--- config.mk ---
export PLATFORM = sky130hd
export DESIGN_NAME = level_sequencer
export DESIGN_NICKNAME = d
export VERILOG_FILES = /design/src/rtl/level_pkg.sv /design/src/rtl/level_table.sv /design/src/rtl/level_sequencer.sv
export SDC_FILE = /design/constraint.sdc
export NUM_CORES = 1
export LEC_CHECK = 0
export BUFFER_PORTS_ARGS = -buffer_cell sky130_fd_sc_hd__buf_4
export CORE_MARGIN = 2
export CORE_UTILIZATION = 50
export DETAILED_ROUTE_END_ITERATION = 10
export PLACE_DENSITY = 0.73
export SYNTH_ARGS = -nofsm -noshare
export SYNTH_HDL_FRONTEND = slang
export SYNTH_SLANG_ARGS = --single-unit
export TNS_END_PERCENT = 30
--- constraint.sdc ---
create_clock -name clk -period 5 [get_ports clk]
set_input_delay 0.5 -clock clk [delete_from_list [all_inputs] [get_ports clk]]
set_output_delay 0.5 -clock clk [all_outputs]
set_load 0.005 [all_outputs]
--- src/rtl/level_pkg.sv ---
// Shared types for the level sequencer: FSM state, field widths, the
// per-level rectangle record and the constant level table contents.
package level_pkg;

    localparam int POS_W   = 12;
    localparam int COLOR_W = 4;

    typedef enum logic [2:0] {
        IDLE = 3'd0,
        LOAD = 3'd1,
        PLAY = 3'd2,
        WIN  = 3'd3,
        DONE = 3'd4
    } state_t;

    typedef struct packed {
        logic [POS_W-1:0]   h;
        logic [POS_W-1:0]   v;
        logic [COLOR_W-1:0] color;
    } level_rec_t;

    // Constant rectangle placement per level; anything unknown maps to level 0.
    function automatic level_rec_t level_rom(input logic [31:0] idx);
        level_rec_t r;
        case (idx)
            32'd1:   r = '{h: 12'd500, v: 12'd300, color: 4'hC};
            32'd2:   r = '{h: 12'd20,  v: 12'd440, color: 4'h3};
            32'd3:   r = '{h: 12'd600, v: 12'd20,  color: 4'hF};
            default: r = '{h: 12'd100, v: 12'd80,  color: 4'hA};
        endcase
        return r;
    endfunction

endpackage

--- src/rtl/level_table.sv ---
// Combinational level ROM: maps a level index to the rectangle's
// position and colour. Indices at or beyond NUM_LEVELS return level 0.
module level_table
    import level_pkg::*;
#(
    parameter int NUM_LEVELS = 4,
    parameter int LVL_W      = 4
) (
    input  logic [LVL_W-1:0] idx,
    output level_rec_t       rec
);

    logic [31:0] idx_ext;

    assign idx_ext = 32'(idx);

    // Table lookup with out-of-range indices folded back to the first level.
    always_comb begin
        rec = level_rom(32'd0);
        if (idx_ext < 32'(NUM_LEVELS)) begin
            rec = level_rom(idx_ext);
        end
    end

endmodule

--- src/rtl/level_sequencer.sv ---
// Level sequencer for the destination-rectangle datapath.
// Loads each level's rectangle from level_table, qualifies level_complete
// over HIT_FRAMES consecutive frame ticks, plays a blinking win animation,
// then advances the level (pulsing player_rst) or parks in DONE.
// Optional per-level timeout: define LEVEL_TIMEOUT_EN.
//
// Input pulse semantics: start and frame_tick are single-cycle strobes with
// no back-pressure; a strobe is consumed on the clk edge where it is high and
// only the state current at that edge sees it (LOAD never consumes a tick,
// and start only acts in IDLE and DONE).
module level_sequencer
    import level_pkg::*;
#(
    parameter int NUM_LEVELS     = 4,
    parameter int LVL_W          = 4,
    parameter int HIT_FRAMES     = 3,
    parameter int WIN_FRAMES     = 60,
    parameter int BLINK_PERIOD   = 8,
    parameter int TIMEOUT_FRAMES = 1800
) (
    input  logic               clk,
    input  logic               rst,
    input  logic               start,
    input  logic               frame_tick,
    input  logic               level_complete,
    output logic [POS_W-1:0]   hStartPos,
    output logic [POS_W-1:0]   vStartPos,
    output logic [COLOR_W-1:0] rect_color,
    output logic               visible,
    output logic [LVL_W-1:0]   level,
    output logic               player_rst,
    output logic               game_done,
    output logic               timed_out,
    output state_t             state_dbg
);

    localparam logic [3:0]       HIT_T    = 4'(HIT_FRAMES);
    localparam logic [7:0]       WIN_T    = 8'(WIN_FRAMES);
    localparam logic [7:0]       BLINK_T  = 8'(BLINK_PERIOD);
    localparam logic [LVL_W-1:0] LAST_LVL = LVL_W'(NUM_LEVELS - 1);

    // Elaboration-time guards on the parameter ranges the counters rely on.
    if ((NUM_LEVELS < 2) || (NUM_LEVELS > 16) || ((2 ** LVL_W) < NUM_LEVELS)) begin : g_bad_levels
        $error("level_sequencer: NUM_LEVELS/LVL_W out of range");
    end
    if ((HIT_FRAMES < 1) || (HIT_FRAMES > 15)) begin : g_bad_hit
        $error("level_sequencer: HIT_FRAMES out of range");
    end
    if ((WIN_FRAMES < 1) || (WIN_FRAMES > 255) || (BLINK_PERIOD < 1) || (BLINK_PERIOD > 255)) begin : g_bad_win
        $error("level_sequencer: WIN_FRAMES/BLINK_PERIOD out of range");
    end
    if (TIMEOUT_FRAMES < 1) begin : g_bad_timeout
        $error("level_sequencer: TIMEOUT_FRAMES out of range");
    end

    state_t     state;
    logic [3:0] hit_cnt;
    logic [7:0] win_cnt;
    logic [7:0] blink_cnt;
    level_rec_t rec;

    // Tick-qualified events; each is only meaningful in its own state.
    logic hit_done;
    logic win_done;
    logic blink_wrap;

    level_table #(
        .NUM_LEVELS (NUM_LEVELS),
        .LVL_W      (LVL_W)
    ) u_table (
        .idx (level),
        .rec (rec)
    );

    assign hit_done   = frame_tick && level_complete && ((hit_cnt + 4'd1) == HIT_T);
    assign win_done   = frame_tick && ((win_cnt + 8'd1) == WIN_T);
    assign blink_wrap = frame_tick && ((blink_cnt + 8'd1) == BLINK_T);

    assign state_dbg = state;

`ifdef LEVEL_TIMEOUT_EN
    localparam int            TO_W = $clog2(TIMEOUT_FRAMES + 1);
    localparam logic [TO_W-1:0] TO_T = TO_W'(TIMEOUT_FRAMES);

    logic [TO_W-1:0] to_cnt;
    logic            to_done;
    logic            timed_out_q;

    // A hit completing on the timeout tick takes priority over the timeout.
    assign to_done   = frame_tick && !hit_done && ((to_cnt + TO_W'(1)) == TO_T);
    assign timed_out = timed_out_q;

    // Per-level frame budget: counts ticks in PLAY, cleared in LOAD.
    always_ff @(posedge clk) begin
        if (rst) begin
            to_cnt      <= '0;
            timed_out_q <= 1'b0;
        end else begin
            unique case (state)
                LOAD: to_cnt <= '0;
                PLAY: begin
                    if (frame_tick && (to_cnt != TO_T)) begin
                        to_cnt <= to_cnt + TO_W'(1);
                    end
                    if (to_done) begin
                        timed_out_q <= 1'b1;
                    end
                end
                DONE: begin
                    if (start) begin
                        timed_out_q <= 1'b0;
                    end
                end
                default: ;
            endcase
        end
    end
`else
    logic to_done;

    assign to_done   = 1'b0;
    assign timed_out = 1'b0;
`endif

    // Main sequencer: state, level index, registered rectangle outputs and counters.
    always_ff @(posedge clk) begin
        if (rst) begin
            state      <= IDLE;
            level      <= '0;
            hStartPos  <= '0;
            vStartPos  <= '0;
            rect_color <= '0;
            visible    <= 1'b0;
            player_rst <= 1'b0;
            game_done  <= 1'b0;
            hit_cnt    <= '0;
            win_cnt    <= '0;
            blink_cnt  <= '0;
        end else begin
            player_rst <= 1'b0;
            unique case (state)
                IDLE: begin
                    if (start) begin
                        state <= LOAD;
                    end
                end

                LOAD: begin
                    hStartPos  <= rec.h;
                    vStartPos  <= rec.v;
                    rect_color <= rec.color;
                    visible    <= 1'b1;
                    player_rst <= 1'b1;
                    hit_cnt    <= '0;
                    win_cnt    <= '0;
                    blink_cnt  <= '0;
                    state      <= PLAY;
                end

                PLAY: begin
                    visible <= 1'b1;
                    if (frame_tick) begin
                        if (!level_complete) begin
                            hit_cnt <= '0;
                        end else if (hit_cnt != HIT_T) begin
                            hit_cnt <= hit_cnt + 4'd1;
                        end
                    end
                    if (hit_done) begin
                        state <= WIN;
                    end else if (to_done) begin
                        game_done <= 1'b1;
                        state     <= DONE;
                    end
                end

                WIN: begin
                    if (frame_tick) begin
                        if (win_cnt != WIN_T) begin
                            win_cnt <= win_cnt + 8'd1;
                        end
                        if (blink_wrap) begin
                            blink_cnt <= '0;
                            visible   <= ~visible;
                        end else begin
                            blink_cnt <= blink_cnt + 8'd1;
                        end
                    end
                    // Animation end overrides any blink toggle on the same tick.
                    if (win_done) begin
                        if (level == LAST_LVL) begin
                            game_done <= 1'b1;
                            visible   <= 1'b1;
                            state     <= DONE;
                        end else begin
                            level <= level + LVL_W'(1);
                            state <= LOAD;
                        end
                    end
                end

                DONE: begin
                    visible   <= 1'b1;
                    game_done <= 1'b1;
                    if (start) begin
                        level     <= '0;
                        game_done <= 1'b0;
                        state     <= LOAD;
                    end
                end

                default: state <= IDLE;
            endcase
        end
    end

endmodule
; Word level (Yosys, flattened, before mapping)
; Cells that the tools add are included.
[totals]
out_inout_bits = 39
ff_bits = 58
[op_classes]
bitwise = 1
eq_ne = 22
reduce_logical = 17
muxes = 31
n_lt_le_gt_ge = 1
add_sub_neg = 4
[op_table]
columns = cell, count
row1 = one-hot mux 26 bit (3 select lines), 1
row2 = two-way mux 8 bit, 4
row3 = one-hot mux 8 bit (2 select lines), 2
row4 = two-way mux 28 bit, 1
row5 = two-way mux 4 bit, 6
row6 = "adder 8 x 1 -> 8 bit, second input constant", 2
row7 = one-hot mux 4 bit (2 select lines), 2
row8 = "inequality test 2 bit, second input constant", 7
row9 = "== test 4 x 2 -> 1 bit, second input constant", 3
row10 = two-way mux 3 bit, 4
row11 = one-hot mux 3 bit (4 select lines), 1
row12 = AND reduction 3 bit, 4
row13 = "adder 4 x 1 -> 4 bit, second input constant", 2
row14 = "== test 8 x 4 -> 1 bit, second input constant", 1
row15 = "== test 8 x 6 -> 1 bit, second input constant", 1
row16 = two-way mux 1 bit, 8
row17 = "inequality test 8 x 6 -> 1 bit, second input constant", 1
row18 = nonzero test 2 bit, 4
row19 = "== test 3 x 2 -> 1 bit, second input constant", 2
row20 = "== test 4 x 1 -> 1 bit, second input constant", 1
row21 = logical AND 1 bit, 4
row22 = "less-than comparator 4 x 3 -> 1 bit, second input constant", 1
row23 = "inequality test 2 x 1 -> 1 bit, second input constant", 2
row24 = "inequality test 4 x 2 -> 1 bit, second input constant", 1
row25 = 10 further kinds, 11

; Longest topological paths before layout
[depth]
word_depth = 8
depth_mapped = 8

; Modules after synthesis
; A second synthesis with hierarchy kept.
[unflattened]
hier_cells = 372
hier_area_um2 = 2924.1
[by_module_without_submodules]
columns = mod, area_per_inst_um2, seq_area_each_um2, cells_each, instances
row1 = level_sequencer, 2708.8, 1161.1, 340, 1
row2 = level_table, 215.2, 0.0, 32, 1

; Least setup slack after synthesis
; OpenSTA, ideal clock, no wires.
[synth_path]
path_type = register to register
from = register win_cnt[1]
to = register level[3]
path_stages_with_launch = 7
n_path_buf = 0
t_arrival_ns = 1.582
slack_ns = 3.298
setup_time_ns = 0.121
path_cell_list = dfxtp_1 ha_1 nor4b_2 and2_1 and2_1 nand4_1 mux2_2
[synth_via]
elab_chain_len = 5
[synth_rtl]
columns = element, line
row1 = start: declaration, level_sequencer.sv:58  ; logic [7:0] win_cnt;
row2 = start signal: assignment, level_sequencer.sv:180  ; win_cnt <= win_cnt + 8'd1;
row3 = adder 8 x 1 -> 8 bit, level_sequencer.sv:76  ; assign win_done = frame_tick && ((win_cnt + 8'd1) == WIN_T);
row4 = == test 8 x 6 -> 1 bit, level_sequencer.sv:76
row5 = logical AND 1 bit, level_sequencer.sv:76
row6 = inequality test 2 bit (no source line), --
row7 = AND reduction 4 bit (no source line), --
row8 = end signal: assignment, level_sequencer.sv:196  ; level <= level + LVL_W'(1);
row9 = end: declaration, level_sequencer.sv:30  ; output logic [LVL_W-1:0] level,
; No other way between the ends.
; A chain may end at the register's enable or synchronous reset.

; Worst setup path after layout
[layout_path]
from = register state[1] (netlist: state_dbg[1])
to = register win_cnt[2]
[layout_via]
elab_chain_len = 3
elab_cells_between_ends = 7
cone_classes = eq/ne: 4 / mux: 1 / reduce/logical: 2
[layout_rtl]
columns = element, line
row1 = start: declaration, level_sequencer.sv:56  ; state_t state;
row2 = start signal: assignment, level_sequencer.sv:128  ; state <= IDLE;
row3 = start signal: assignment, level_sequencer.sv:144  ; state <= LOAD;
row4 = start signal: assignment, level_sequencer.sv:157  ; state <= PLAY;
row5 = == test 3 x 2 -> 1 bit or == test 3 x 1 -> 1 bit (tied branches), level_sequencer.sv:141  ; unique case (state)
row6 = inequality test 2 bit (no source line) or nonzero test 2 bit (tied branches), --
row7 = AND reduction 3 bit (no source line), --
; Parallel ways exist; a longest one is shown, timed or not.

==> metrics <==
max_cap viols 0; area delta synth->final 11.20%; share of layout cells above drive strength 1 18.21%; Worst setup EP type flip-flop; cts hold-fix bufs 0; root buffer cell clkbuf_8; initial core utilization 52.25%; die height 71.69 um; RSZ-0062 raised after global routing no; CORE AREA 4384 um2; Worst-Skew Late Latency 300 ps; Buf/Inv on CP 0; post-synthesis adder-cell area fraction 4.369%; Fin Hold WS 463.2 ps; fin nets 314; worst min path class reg2reg; DIE WIDTH 71.69 um; Pleak 0.001004 uW; CTS tree yes; vias in the first global route 1700; clock tree buffer depth 2; Critical Path RT 5220 ps; largest family of logic cells by synthesized area simple AND/OR/NAND/NOR gates; Clock transition at path regs 90 ps; Via density 5.444; post-layout instance area 2547 um2; peak supply drop 0.1587 mV; DRC 0; Crit Path Class reg2reg; YS warnings 0; htree depth 2; postcts setup bufs 0; f_max 512.1 MHz; initial antenna violation count 0; ys async rst share 0%; syn_area_per_cell 8.124 um2; via count 1927; CP arrival 2170 ps; placed cell areas 2434 um2; Antenna Cells 0; GP Congestion 0.8108; Detailed Place HPWL 3176 um; final wirelength 4561 um; PwrDens 265.7 nW/um2; setup TNS 0 ps; CTS resizes 0; Fin. Hold Viols 0; XOR/XNOR share of the synthesized area 2.294%; Critical Path Source Type flip-flop; # rows 24; number of fill cells 401; first-pass GRT wire length 7728 um; post-synth cell types 56; Slew HR 61.80%; Port Buffers 33; Worst path max stage delay 560 ps; simple-gate share of the synthesized area 26.82%; Total Power 676.9 uW; status complete, no violations; DIE AREA 5139 um2; Final Max Tran Viols 0; wire per inst 12.88 um; slowest CP cell dfxtp_1; Global Route Usage Sum 18.97%; antenna-violating nets left 0; Critical Path Fanout Max 14; flop2flop setup slack 3050 ps; largest net degree at the start of global routing 40; Slew @ Worst Pin 570.8 ps; Final Setup Violations 0; Tcrit/Tclk final 39.05%; io pins 44; fin util 58.11%; synthesis-stage register bit count 42; Starting DRT DRC Count 159; cts bufs inserted 5; mux share of post-synthesis cell area 1.802%; cells after synthesis 282; total gr overflow 0; cells along the critical path nand2_1 > or2_1 > nor2_2 > a21oi_1 > a211oi_2; post-synthesis compound-gate area fraction 16.82%; final worst clock skew 8.247 ps; Netlist Area Pre-Place 2291 um2; TritonRoute pass-1 iters 4; sequential cell area fraction in the yosys report 36.70%; prevailing post-synth register cell dfxtp_1; clk sink count 42; min cycle time layout 1953 ps; EDFF count, synth 0; Top delay family on crit path simple AND/OR/NAND/NOR gates
per-layer routing:
layer  share of wire [%]  vias to the layer above  track usage, %
met5                   0                        -               0
met4                 1.5                        0           8.595
li1                    -                      992               -
met1                  48                      884           25.31
met3                 4.6                        7           4.782
met2                  46                       44           28.91
power breakdown:
part           internal, uW  switching (uW)
registers               341            7.58
logic                  24.5            31.5
clock network           149             124
total                   514             163
worst min-delay path, stage by stage, from the launching register on:
cell and delay, ps:
dfxtp_1 320, nand2_1 50, a21oi_1 50
cells in the mapped netlist (3+ instances only):
cell,number,area share (%)
a211oi_1,3,0.98
a21oi_1,22,4.8
a31oi_1,6,1.6
and2_1,4,1.1
and4_1,3,1.1
buf_4,18,5.9
buf_6,3,1.5
clkbuf_1,8,1.3
dfxtp_1,42,37
ha_1,8,4.4
inv_1,13,2.1
mux2i_1,3,1.3
nand2_1,24,3.9
nand3_1,12,2.6
nand4_1,3,0.82
nor2_1,34,5.6
nor3_1,10,2.2
o21ai_0,10,2.2
or3_1,5,1.4
xnor2_1,4,1.5
registers in the layout (all words and copies together), names as in the netlist:
signal and count:
blink_cnt 8, win_cnt 8, hStartPos 6, hit_cnt 4, level 4, rect_color 3, state_dbg 3, vStartPos 3
game_done 1, player_rst 1, visible 1
worst paths after layout:
| kind | start | end | cells past startpoint |
|---|---|---|---|
| setup reg to reg | state_dbg[1] | win_cnt[2] | 5 |
| hold reg to reg | vStartPos[7] | vStartPos[7] | 2 |
| setup / recovery | state_dbg[1] | win_cnt[2] | 5 |
| hold / removal | vStartPos[7] | vStartPos[7] | 2 |
through the flow:
step	setup slack, ps	instances
2_1_floorplan	3298	291
3_3_place_gp	3135	346
5_1_grt	2898	354
3_5_place_dp	3062	346
6_report	3047	354
4_1_cts	3077	354
cell families after synthesis:
family	after synthesis
compound gates	61
xor+xnor	6
fa+ha+maj	8
buf+inv	43
flops	42
mux	4
other cells	1
simple gates	117
cell usage in the layout (no fill, tap or decap), drive strengths merged, types with 3 or more instances in the layout:
| cell type | synthesis | layout |
|---|---|---|
| mux2i | 3 | 3 |
| nor2 | 35 | 35 |
| buf | 22 | 33 |
| inv | 13 | 13 |
| a31oi | 6 | 6 |
| or3 | 6 | 6 |
| conb | 1 | 10 |
| ha | 8 | 8 |
| nand4 | 3 | 3 |
| and4 | 3 | 3 |
| or2 | 3 | 3 |
| a211oi | 4 | 4 |
| nand3 | 12 | 12 |
| nor3 | 11 | 11 |
| nand2 | 24 | 24 |
| xnor2 | 4 | 4 |
| clkbuf | 8 | 5 |
| dfxtp | 42 | 42 |
| and2 | 4 | 4 |
| o21ai | 11 | 11 |
| or3b | 3 | 3 |
| a21oi | 22 | 22 |
layout make-up:
| cell class | instances | area (um2) | area share (%) |
|---|---|---|---|
| Multi-Input combinational cell | 206 | 1231 | 48.33 |
| Sequential cell | 42 | 840.8 | 33.01 |
| Timing Repair Buffer | 33 | 247.7 | 9.725 |
| Clock buffer | 5 | 68.82 | 2.701 |
| Tap cell | 52 | 65.06 | 2.554 |
| Inverter | 13 | 48.80 | 1.916 |
| Clock inverter | 3 | 45.04 | 1.768 |
Note: power is estimated with default switching activity, not from simulation.
